**src/rtl/instr_encode_loader.sv**
```systemverilog
// Packs MIPS R-type (and, with ITYPE_ENCODE_EN defined, I-type) instruction fields into
// 32-bit words and writes them sequentially into instruction memory from BASE_ADDR.
module instr_encode_loader #(
    parameter int ADDR_W    = 8,
    parameter int BASE_ADDR = 0
) (
    input  logic              clk,
    input  logic              rst_n,
    input  logic              start,
    input  logic              finish,
    input  logic              in_valid,
    output logic              in_ready,
    input  logic              is_rtype,
    input  logic [5:0]        opcode,
    input  logic [4:0]        rs,
    input  logic [4:0]        rt,
    input  logic [4:0]        rd,
    input  logic [4:0]        shamt,
    input  logic [5:0]        funct,
    input  logic [15:0]       imm,
    output logic              mem_we,
    output logic [ADDR_W-1:0] mem_addr,
    output logic [31:0]       mem_wdata,
    output logic [ADDR_W:0]   word_count,
    output logic              full,
    output logic              err,
    output logic              done
);

    localparam int unsigned     DEPTH   = (1 << ADDR_W) - BASE_ADDR;
    localparam logic [ADDR_W:0] DEPTH_W = DEPTH[ADDR_W:0];
    localparam logic [ADDR_W-1:0] BASE_W = BASE_ADDR[ADDR_W-1:0];

    typedef enum logic [1:0] {
        IDLE   = 2'd0,
        ACCEPT = 2'd1,
        WRITE  = 2'd2,
        DONE   = 2'd3
    } state_t;

    state_t            state_r, state_s;
    logic [ADDR_W-1:0] addr_r, addr_s;
    logic [31:0]       wdata_r, wdata_s;
    logic [ADDR_W:0]   cnt_r, cnt_s, cnt_inc_s;
    logic              full_r, full_s;
    logic              err_r, err_s;
    logic              we_r, done_r;
    logic              ready_s;
    logic              legal_s;
    logic [31:0]       word_s;

    function automatic logic [31:0] enc_rtype(input logic [4:0] f_rs, input logic [4:0] f_rt,
                                              input logic [4:0] f_rd, input logic [4:0] f_sh,
                                              input logic [5:0] f_fn);
        return {6'b000000, f_rs, f_rt, f_rd, f_sh, f_fn};
    endfunction

`ifdef ITYPE_ENCODE_EN
    function automatic logic [31:0] enc_itype(input logic [5:0] f_op, input logic [4:0] f_rs,
                                              input logic [4:0] f_rt, input logic [15:0] f_imm);
        return {f_op, f_rs, f_rt, f_imm};
    endfunction

    // Select encoding; opcode 0 is reserved for R-type and so illegal as I-type
    always_comb begin
        if (is_rtype) begin
            word_s  = enc_rtype(rs, rt, rd, shamt, funct);
            legal_s = 1'b1;
        end else begin
            word_s  = enc_itype(opcode, rs, rt, imm);
            legal_s = (opcode != 6'd0);
        end
    end
`else
    logic unused_s;
    assign unused_s = ^{opcode, imm};

    // R-type only build: any I-type request is illegal
    always_comb begin
        word_s  = enc_rtype(rs, rt, rd, shamt, funct);
        legal_s = is_rtype;
    end
`endif

    // Next-state, datapath and handshake-ready logic
    always_comb begin
        state_s   = state_r;
        addr_s    = addr_r;
        wdata_s   = wdata_r;
        cnt_s     = cnt_r;
        full_s    = full_r;
        err_s     = err_r;
        ready_s   = 1'b0;
        cnt_inc_s = cnt_r + (ADDR_W+1)'(1'b1);
        case (state_r)
            IDLE: begin
                if (start) begin
                    state_s = ACCEPT;
                    addr_s  = BASE_W;
                    cnt_s   = {(ADDR_W+1){1'b0}};
                    err_s   = 1'b0;
                    full_s  = 1'b0;
                end else begin
                    state_s = IDLE;
                end
            end
            ACCEPT: begin
                ready_s = !full_r && !start;
                if (start) begin
                    state_s = ACCEPT;
                    addr_s  = BASE_W;
                    cnt_s   = {(ADDR_W+1){1'b0}};
                    err_s   = 1'b0;
                    full_s  = 1'b0;
                end else if (in_valid && ready_s) begin
                    if (legal_s) begin
                        wdata_s = word_s;
                        state_s = WRITE;
                    end else begin
                        err_s = 1'b1;
                    end
                end else if (finish) begin
                    state_s = DONE;
                end else begin
                    state_s = ACCEPT;
                end
            end
            WRITE: begin
                // The address stops on the last word rather than wrapping into the low region
                cnt_s   = cnt_inc_s;
                full_s  = (cnt_inc_s == DEPTH_W);
                addr_s  = full_s ? addr_r : addr_r + ADDR_W'(1'b1);
                state_s = ACCEPT;
            end
            DONE: begin
                if (start) begin
                    state_s = ACCEPT;
                    addr_s  = BASE_W;
                    cnt_s   = {(ADDR_W+1){1'b0}};
                    err_s   = 1'b0;
                    full_s  = 1'b0;
                end else begin
                    state_s = DONE;
                end
            end
            default: begin
                state_s = IDLE;
            end
        endcase
    end

    // State and registered outputs; synchronous active-low reset aborts any pending write
    always_ff @(posedge clk) begin
        if (!rst_n) begin
            state_r <= IDLE;
            addr_r  <= BASE_W;
            wdata_r <= 32'd0;
            cnt_r   <= {(ADDR_W+1){1'b0}};
            full_r  <= 1'b0;
            err_r   <= 1'b0;
            we_r    <= 1'b0;
            done_r  <= 1'b0;
        end else begin
            state_r <= state_s;
            addr_r  <= addr_s;
            wdata_r <= wdata_s;
            cnt_r   <= cnt_s;
            full_r  <= full_s;
            err_r   <= err_s;
            we_r    <= (state_s == WRITE);
            done_r  <= (state_s == DONE);
        end
    end

    assign in_ready   = ready_s;
    assign mem_we     = we_r;
    assign mem_addr   = addr_r;
    assign mem_wdata  = wdata_r;
    assign word_count = cnt_r;
    assign full       = full_r;
    assign err        = err_r;
    assign done       = done_r;

endmodule

```
**config.mk**
```make
export PLATFORM = sky130hd
export DESIGN_NAME = instr_encode_loader
export DESIGN_NICKNAME = d
export VERILOG_FILES = /design/src/rtl/instr_encode_loader.sv
export SDC_FILE = /design/constraint.sdc
export NUM_CORES = 1
export LEC_CHECK = 0
export BUFFER_PORTS_ARGS = -buffer_cell sky130_fd_sc_hd__buf_2
export CELL_PAD_IN_SITES_DETAIL_PLACEMENT = 2
export CELL_PAD_IN_SITES_GLOBAL_PLACEMENT = 2
export CORE_ASPECT_RATIO = 1.2
export CORE_MARGIN = 1
export CORE_UTILIZATION = 26
export CTS_CLUSTER_SIZE = 12
export DETAILED_ROUTE_END_ITERATION = 10
export PLACE_DENSITY_LB_ADDON = 0.3
export SYNTH_ARGS = -nofsm -noshare
export SYNTH_HDL_FRONTEND = slang
export SYNTH_SLANG_ARGS = --single-unit
```
**constraint.sdc**
```tcl
create_clock -name clk -period 3.9 [get_ports clk]
set_input_delay 0.585 -clock clk [delete_from_list [all_inputs] [get_ports clk]]
set_output_delay 0.585 -clock clk [all_outputs]
set_load 0.005 [all_outputs]
```
* Word level (Yosys, flattened, before mapping) *
Cells that the tools add are included.

word-level totals
  register bits after elaboration = 49
  latch bits = 0
  bits in writable memories = 0
  bits in read-only memories = 0
  memories = 0

operators by class
  add/sub/neg operators = 2
  $mul = 0
  div/mod/pow operators = 0
  magnitude comparators = 0
  equal/unequal tests = 11
  shifts and indexed selects = 0
  multiplexer cells = 19
  bitwise logic cells = 1
  reductions and logical operators = 11

operator list
  kind                   number
  $pmux W9 S2            1
  $mux W8                2
  $pmux W8 S2            1
  $mux W2                5
  $add A9 B1 Y9 const B  1
  $eq A9 B9 Y1 const B   1
  $mux W9                1
  $add A8 B1 Y8 const B  1
  $eq A2 B2 Y1 const B   4
  $pmux W2 S4            1
  $reduce_and A4 Y1      2
  $mux W1                6
  $ne A3 B3 Y1 const B   2
  $ne A2 B1 Y1 const B   2
  $pmux W1 S2            2
  $reduce_or A3 Y1       1
  $eq A2 B1 Y1 const B   1
  $logic_and A1 B1 Y1    2
  $logic_not A1 Y1       2
  $logic_not A2 Y1       1
  $ne A2 B2 Y1 const B   1
  $reduce_and A2 Y1      1
  $reduce_bool A2 Y1     1
  $reduce_or A2 Y1       1
  $not A1 Y1             1

* Logic depth before layout (Yosys ltp) *
  word-level depth = 7
  gate-level depth with buffers = 8

* Worst setup path before layout *
No wires, ideal clock.

  path type = reg-to-reg
  from = register cnt_r[0] (netlist: word_count[0])
  to = register addr_r[3] (netlist: mem_addr[3])
  setup time = 0.088 ns
  data arrival time = 1.843 ns
  data required time = 3.812 ns
  slack = 1.969 ns
  stages on the path, launching flop included = 9
  buffers on the path = 1
  clock period less this slack = 1.931 ns
  cells stage by stage = dfxtp_1 -> ha_1 -> nand3_1 -> nor2_2 -> xnor2_1 -> nor4_2 -> or3_1 -> buf_6 -> o32ai_2

between the ends
  word-level cells in the longest chain between the ends = 4

ends and longest elaborated chain
  element                             line  RTL
  from (decl)                         44    logic [ADDR_W:0] cnt_r, cnt_s, cnt_inc_s;
  from (signal assigned)              158   cnt_r <= {(ADDR_W+1){1'b0}};
  from (signal assigned)              167   cnt_r <= cnt_s;
  $add A9 B1 Y9                       94    cnt_inc_s = cnt_r + (ADDR_W+1)'(1'b1);
  $eq A9 B9 Y1                        131   full_s = (cnt_inc_s == DEPTH_W);
  $ne A2 B2 Y1 (no source line)       --
  $reduce_and A2 Y1 (no source line)  --
  to (signal assigned)                165   addr_r <= addr_s;
  to (decl)                           42    logic [ADDR_W-1:0] addr_r, addr_s;

Every way passes these cells.
A chain may end at the register's enable or synchronous reset.

* Final worst setup path *
  from = register state_r[0]
  to = register addr_r[5] (netlist: mem_addr[5])

between the ends
  word-level cells in the longest chain between the ends = 4

ends and longest elaborated chain
  element                                     line  RTL
  from (decl)                                 41    state_t state_r, state_s;
  from (signal assigned)                      164   state_r <= state_s;
  $eq A2 B2 Y1, or another cell as far along  95    case (state_r)
  $reduce_or A3 Y1 (no source line)           --
  $ne A2 B1 Y1 (no source line)               --
  $reduce_and A2 Y1 (no source line)          --

Several ways; a longest one is shown, not always the timed one.

==> run metrics <==
status=finished clean; dominant delay contributor by cell family on the critical path=adder cells; number of top-level pins=108; endpoints failing hold=0; Synth Area per Inst=8.206 um^2; first-pass GRT wire length=11.43 mm; Yosys reg bits=49; share of the yosys chip area belonging to registers=43.63%; leading area contributor after synthesis=dfxtp_1; Hold WC Path Type=flop to flop; synth top area cells=dfxtp_1 (44%), nand2_1 (10%), a21oi_1 (8.5%); setup ws final=1.425 ns; worst r2r dst=mem_addr[5]; drt pass-1 iters=4; GP Congestion=0.7607; vias in the first global route=2393; Worst EP arrival=2.69 ns; Critical Path Source Type=flop; count of cell types in the netlist=48; post-synthesis cell area=0.002248 mm^2; Final Max Slew Viols=0; leakage=1.173 nW; total setup buffers inserted after CTS=0; initial antenna violation count=0; P per Cell Area=315.6 mW/mm^2; worst IR drop on VDD=0.1496 mV; area of the die=0.009025 mm^2; largest net degree at the start of global routing=27; Layout fillers=1021; ANT nets after route=0; DP HPWL=4.933 mm; Yosys Warn Count=0; Clock transition at path regs=0.10 ns; EDFF count, synth=0; fin crit period=2.475 ns; WS Path Type=flop to flop; Worst-Skew Late Latency=0.30 ns; Setup WS pre-CTS=1.417 ns; CTS Root Cell=clkbuf_8; # DRC=0; max-cap violation count=0; crit-path cells=inv_1, ha_1, inv_1, or3_1, o32ai_2; DIE HEIGHT=103.9 um; Rel. slew slack=46.71%; FF-to-FF setup slack=1.42 ns; FFs w/ async S/R, synth=0%; Num CTS Buffers=5; Worst-Margin Slew=0.7994 ns; initial core utilization=27.28%; antenna cells=0; peak per-stage delay on the critical path=0.68 ns; RSZ-0062 raised after global routing=false; Critical-path top delay cell=ha_1; Commonest cells post-synth=nand2_1 (61), dfxtp_1 (49), a21oi_1 (38); Finished Core Util=33.99%; WP depth=5; Clock Sinks=49; most frequent CP cell=inv_1; # setup viols final=0; Area Overhead vs Synth=24.60%; DRT Wirelength=6.732 mm; Core ar.=0.008243 mm^2; gr ovfl total=0; clock skew=0.009452 ns; data required time at the worst endpoint=4.11 ns; Gates resized, CTS repair=0; crit-path max FO=21; Worst Reg-to-Reg Cells=5; Hold Path End=mem_wdata[23]; routed via count=2231; Buffers & Inverters on Critical Path=2; hold path cells=2; CTS tree=yes; vias per inst=4.829; hold_sp=mem_wdata[23]; # H-tree levels=2; CP Capture Type=flop; die width=86.89 um; Buffers on Ports=79; share of the synthesized area in the top cell type=43.63%; Top FF cell, synth=dfxtp_1; global-route usage over all layers=15.75%; row count=36; routed len/inst=14.57 um; period utilization=63.47%; f_max=404.0 MHz; DRT iter0 DRCs=33; layout cells sized above 1=29.60%; final net count=408; r2r startpoint=state_r[0]; Post-CTS Hold Buffers=0; Syn Inst Count=274; most frequent cell after synthesis=nand2_1; TNS Setup=0 ns; CTS Buffer Depth=2
==> kinds of logic (layout without fill, tap and decap cells) <==
| group | count (synthesis) | after routing | synth area share, % |
|---|---|---|---|
| compound gates | 71 | 71 | 20.98 |
| other cells | 1 | 6 | 0.1668 |
| simple gates | 112 | 112 | 22.48 |
| buf+inv | 30 | 99 | 7.290 |
| xor+xnor | 3 | 3 | 1.169 |
| fa+ha+maj | 6 | 6 | 3.339 |
| flops | 49 | 49 | 43.63 |
| mux | 2 | 2 | 0.9460 |
==> worst min-delay path, stage by stage, from the launching register on <==
cell and delay (ns):
dfxtp_1 0.32, nand2_1 0.05, a21oi_1 0.05
==> routing by layer <==
layer	vias up	track usage [%]	share of wire (%)
met2	56	29.13	53
met5	-	0	0
met4	0	3.571	0.43
met3	2	4.444	6.3
li1	1078	-	-
met1	1095	17.35	41
==> power by group <==
part           switching (mW)  total, mW  internal (mW)
Combinational          0.0378     0.0638         0.0260
Clock                   0.172      0.313          0.141
Sequential            0.00301      0.508          0.505
==> cell usage in the layout (no fill, tap or decap), types with 2 or more instances in the layout <==
cell type,count
nor3b_1,2
clkbuf_8,6
o21ai_1,4
inv_1,7
a311oi_1,2
nor3_1,4
o21ai_0,3
dfxtp_1,49
ha_1,6
nor2_1,17
o31ai_2,2
o211ai_1,2
buf_2,79
or2_1,3
xnor2_1,3
a21o_1,3
nand3_1,7
a31oi_1,2
a21oi_1,38
a211oi_1,4
and2_1,2
conb_1,6
nand2_1,61
nand4_1,3
nor2_2,2
buf_4,5
o32ai_2,3
and3_1,3
==> stage by stage <==
stage	hold slack (ns)	cell area (um^2)	total power [mW]	instances
6_report	0.4584	2801	0.8840	462
5_1_grt	0.4819	2801	0.9296	462
4_1_cts	0.4672	2801	0.9052	462
3_5_place_dp	0.4527	2711	0.5847	455
3_3_place_gp	0.4392	2711	0.5824	455
2_1_floorplan	0.4527	2267	0.5552	279
==> area by class of cell <==
type | count | area (um^2) | share of cell area, %
multi-input combinational | 200 | 1125 | 40.15
sequential | 49 | 980.9 | 35.02
timing repair buffer | 84 | 432.9 | 15.45
tap | 114 | 142.6 | 5.092
clock buffer | 6 | 82.58 | 2.948
inverter | 8 | 30.03 | 1.072
clock inverter | 1 | 7.507 | 0.2680
==> how the worst max path moves through the flow <==
stage                        startpoint     endpoint  slack (ns)
after floorplan           word_count[0]  mem_addr[3]        1.97
after global placement       state_r[0]  mem_addr[3]        1.45
after detailed placement     state_r[0]  mem_addr[3]        1.42
after CTS                    state_r[0]  mem_addr[3]        1.39
after global routing         state_r[0]  mem_addr[3]        1.16
final                        state_r[0]  mem_addr[5]        1.42
==> flip-flops by register name, indices dropped and copies added, names as in the netlist <==
name and flops:
mem_wdata 26, word_count 9, mem_addr 8, state_r 2, done 1, err 1
full 1, mem_we 1
Note: power is estimated with default switching activity, not from simulation.
